### config.mk
export PLATFORM = sky130hd
export DESIGN_NAME = signext_rr_arbiter
export DESIGN_NICKNAME = d
export VERILOG_FILES = /design/src/rtl/signext_rr_arbiter.sv
export SDC_FILE = /design/constraint.sdc
export NUM_CORES = 1
export LEC_CHECK = 0
export CAP_MARGIN = 20
export CORE_ASPECT_RATIO = 0.8
export CORE_MARGIN = 8
export CORE_UTILIZATION = 40
export CTS_CLUSTER_DIAMETER = 60
export DETAILED_ROUTE_END_ITERATION = 12
export GPL_TIMING_DRIVEN = 1
export PLACE_DENSITY = 0.9
export SKIP_CTS_REPAIR_TIMING = 1
export SLEW_MARGIN = 20
export SYNTH_ARGS = -nofsm -noshare
export SYNTH_HDL_FRONTEND = slang
export SYNTH_SLANG_ARGS = --single-unit
export TNS_END_PERCENT = 10
### constraint.sdc
create_clock -name i_clk -period 3.1 [get_ports i_clk]
set_input_delay 0.465 -clock i_clk [delete_from_list [all_inputs] [get_ports i_clk]]
set_output_delay 0.465 -clock i_clk [all_outputs]
set_load 0.05 [all_outputs]
### src/rtl/signext_rr_arbiter.sv
// Two-requester round-robin arbiter in front of a shared N-to-M sign extender,
// with a registered valid/ready output. Define SIGNEXT_RR_ARBITER_ZEXT_EN for per-request zero-extension.
module signext_rr_arbiter #(
  parameter int unsigned N = 12,
  parameter int unsigned M = 32
) (
  input  logic         i_clk,
  input  logic         i_rst_n,
  input  logic         i_req0_valid,
  output logic         o_req0_ready,
  input  logic [N-1:0] i_req0_x,
  input  logic         i_req1_valid,
  output logic         o_req1_ready,
  input  logic [N-1:0] i_req1_x,
`ifdef SIGNEXT_RR_ARBITER_ZEXT_EN
  input  logic         i_req0_zext,
  input  logic         i_req1_zext,
`endif
  output logic         o_y_valid,
  input  logic         i_y_ready,
  output logic [M-1:0] o_y,
  output logic         o_y_id
);

  logic         last_q;
  logic         y_valid_q;
  logic         y_id_q;
  logic [M-1:0] y_q;

  logic         can_load;
  logic         gnt0;
  logic         gnt1;
  logic         load;
  logic [N-1:0] sel_x;
  logic         sel_zext;
  logic [M-1:0] ext;

  // Grants are suppressed in reset so neither requester sees a spurious accept.
  always_comb begin
    can_load = !y_valid_q || i_y_ready;
    gnt0     = 1'b0;
    gnt1     = 1'b0;
    if (i_rst_n && can_load) begin
      if (i_req0_valid && i_req1_valid) begin
        gnt0 = last_q;
        gnt1 = !last_q;
      end else begin
        gnt0 = i_req0_valid;
        gnt1 = i_req1_valid;
      end
    end
  end

  assign load         = gnt0 || gnt1;
  assign o_req0_ready = gnt0;
  assign o_req1_ready = gnt1;

  always_comb begin
    sel_x = gnt1 ? i_req1_x : i_req0_x;
`ifdef SIGNEXT_RR_ARBITER_ZEXT_EN
    sel_zext = gnt1 ? i_req1_zext : i_req0_zext;
`else
    sel_zext = 1'b0;
`endif
    // Fill the whole word first, then overlay the low bits; this also covers N == M.
    ext        = sel_zext ? '0 : {M{sel_x[N-1]}};
    ext[N-1:0] = sel_x;
  end

  always_ff @(posedge i_clk or negedge i_rst_n) begin
    if (!i_rst_n) begin
      y_valid_q <= 1'b0;
      y_q       <= '0;
      y_id_q    <= 1'b0;
      last_q    <= 1'b1;
    end else if (load) begin
      y_valid_q <= 1'b1;
      y_q       <= ext;
      y_id_q    <= gnt1;
      last_q    <= gnt1;
    end else if (i_y_ready) begin
      y_valid_q <= 1'b0;
    end
  end

  assign o_y_valid = y_valid_q;
  assign o_y       = y_q;
  assign o_y_id    = y_id_q;

endmodule
==> results.toml <==
[sta]
rsz0062_at_grt = "no"
period_share_pct = 76.6
drv_slew = 0
setup_violations = 0
worstMarginPinSlew_ps = 527
hold_viol = 0
fmax_mhz = 421
fin_tns_setup_ps = 0
slew_headroom_pct = 64.9
period_needed_ps = 2370
clock-skew-final_ps = 3.05

[route]
ant_nets = 0
vias_per_cell = 5.65
first_pass_iters = 4
avgRoutedWirePerCell_um = 17.6
via_count = 1068
drc = 0
wirelength_um = 3330
dr.first_iter.drc_count = 35

[finish]
finalNonFillerCells = 189
drive_gt1_share_pct = 15.2
n_antenna_cell = 0
fin_nets = 181
syn2layout_area_growth_pct = 49.4

[grt]
grt_pass1_vias = 1081
antenna_found_initial = 0
grt_max_degree = 32
grtUsageMet2_pct = 22.0
busiest_layer = "met2"
met1_usage_pct = 15.7
grt_pass1_wl_um = 5310
grt_remaining_overflow = 0
grt_usage_pct = 14.2
grt_use_met3_pct = 7.37

[floorplan]
die_area_um2 = 4640
pin_count = 65
die_h_um = 62.5
core_area_um2 = 2660
start_util_pct = 40.7
rows = 17
die_w_um = 74.2

[yosys]
muxShareOfSynthArea_pct = 0
syn_avg_cell_area_um2 = 9.58
yosysUniqueCellTypes = 21
yosys.area.top_type = "dfrtp_1"
synth_nets = 142
syn-cell-area_um2 = 1080
synthCells = 113
ys_ff_latch = 15
yosysWarnings = 0
synthTopCellsByArea = "dfrtp_1 32%, buf_4 15%, a31oi_2 12%"
ys_seq_area_share_pct = 34.8
synth_top_family_by_area = "compound AO/OA/AOI/OAI gates"
synthAdderAreaFrac_pct = 0
yosys.area_share.xor_xnor_pct = 0
yosys.area_share.simple_pct = 11.2
synth_top_cell_area_share_pct = 32.4
synth_compound_area_share_pct = 31.6

[critical_path]
slowest_stage = "clkdlybuf4s50_1"
path_depth = 4
crit_required_ps = 2630
cp-end-kind = "primary output"
path_max_fanout = 13
r2r_cells = 4
startpoint_type = "input port"
cp_cell_sequence = "clkdlybuf4s50_1 -> nand2_1 -> a211oi_1 -> buf_12"
critPathKind = "input port to primary output"
worst_ep_arrival_time_ps = 1910
critPathTopFamily = "buffers and inverters"
max_stage_delay_ps = 740
path_buf_inv = 2

[clock_tree]
clock_sinks = 15
clockBufferDepth = 2
cts_inserted_buffers = 3
path_clk_slew_ps = 90
insertion_delay_ps = 280
cts_tree = "built"
cts-root-buf = "clkbuf_4"
htree_levels = 1

[job]
maxCapViolCount = 0

[min_path]
hold_class = "input port to async pin"

[run_status]
status = "complete, no violations"

[placement]
hpwlAfterDp_um = 2430
portBuffers = 64
dp.cells = 185
place.gp.congestion = 0.786

[power_and_ir_drop]
p_per_area_nw_per_um2 = 636
p_leak_nw = 0.594
irDropWorstVdd_mv = 0.251
[flip-flops by register name, indices dropped and copies added, names as in the netlist]
| register | cells |
|---|---|
| o_y_id | 1 |
| last_q | 1 |
| o_y | 12 |
| o_y_valid | 1 |
[worst register-to-register path: stages (launching register included)]
cell and delay [ps]:
dfrtp_1 410, nand2b_1 110, buf_4 280, and3_4 400, a31oi_2 120
[routing by layer]
layer | up-vias | wire length, um
li1 | 487 | -
met1 | 501 | 1170
met2 | 72 | 1600
met3 | 8 | 490
met4 | 0 | 73
met5 | - | 0
[path summary, 6_finish.rpt]
kind                           start      endpoint  slack (ps)
hold reg to reg               o_y_id        o_y_id         530
setup / recovery             i_rst_n  o_req0_ready         730
max in group asynchronous    i_rst_n        o_y[8]        1930
setup reg to reg           o_y_valid        o_y[0]        1650
min in group i_clk            o_y_id        o_y_id         530
hold / removal               i_rst_n        o_y[9]         480
[report_power, final]
part | switching, W | internal (W)
clock | 0.0000653 | 0.0000479
sequential | 0.0000334 | 0.000233
combinational | 0.000429 | 0.000219
[through the flow]
step                utilization (%)  cell area [um2]  hold WS, ps  setup WS, ps  power, W
global placement               59.8             1590          517           777  0.000911
global route                   60.8             1620          487           584   0.00108
detailed placement             59.8             1590          516           696  0.000920
CTS                            60.8             1620          486           698   0.00103
finish                         60.8             1620          484           726   0.00103
floorplan                         -             1080          169           321  0.000754
[area by class of cell]
| cell class | count | area [um2] |
|---|---|---|
| Timing Repair Buffer | 67 | 683 |
| Multi-Input combinational cell | 60 | 463 |
| Inverter | 5 | 18.8 |
| Sequential cell | 15 | 377 |
| Clock inverter | 1 | 5.00 |
| Clock buffer | 3 | 22.5 |
| Fill cell | 236 | 1040 |
| Tap cell | 38 | 47.5 |
[cells in the mapped netlist (all sizes together)]
cell    count
or2         2
and3        1
a21bo       1
clkbuf      5
a211oi      1
a21boi      1
a31oi      24
buf        28
dfrtp      14
inv         5
nand3       1
o21ai       2
dfstp       1
nand2       1
and2b       1
o31ai      12
nand4      12
nand2b      1
[cell usage in the layout (no fill, tap or decap)]
master,netlist,routed
a211oi_1,1,1
a21bo_2,1,1
a21boi_2,1,1
a31oi_1,14,14
a31oi_2,10,10
and2b_1,1,1
and3_4,1,1
buf_12,0,2
buf_4,21,3
clkbuf_4,0,3
clkdlybuf4s50_1,0,62
clkinv_2,0,1
dfrtp_1,14,14
dfstp_2,1,1
inv_1,5,5
nand2_1,1,1
nand2b_1,1,1
nand3_1,1,1
nand4_1,12,12
o21ai_1,2,2
o31ai_1,12,12
or2_1,2,2
[cell families (layout without fill, tap and decap cells)]
kind of cell,after synthesis,in the layout
AND/OR/NAND/NOR,19,19
buffers and inverters,38,76
AO/OA/AOI/OAI,41,41
flip-flops,15,15
Note: power is estimated with default switching activity, not from simulation.
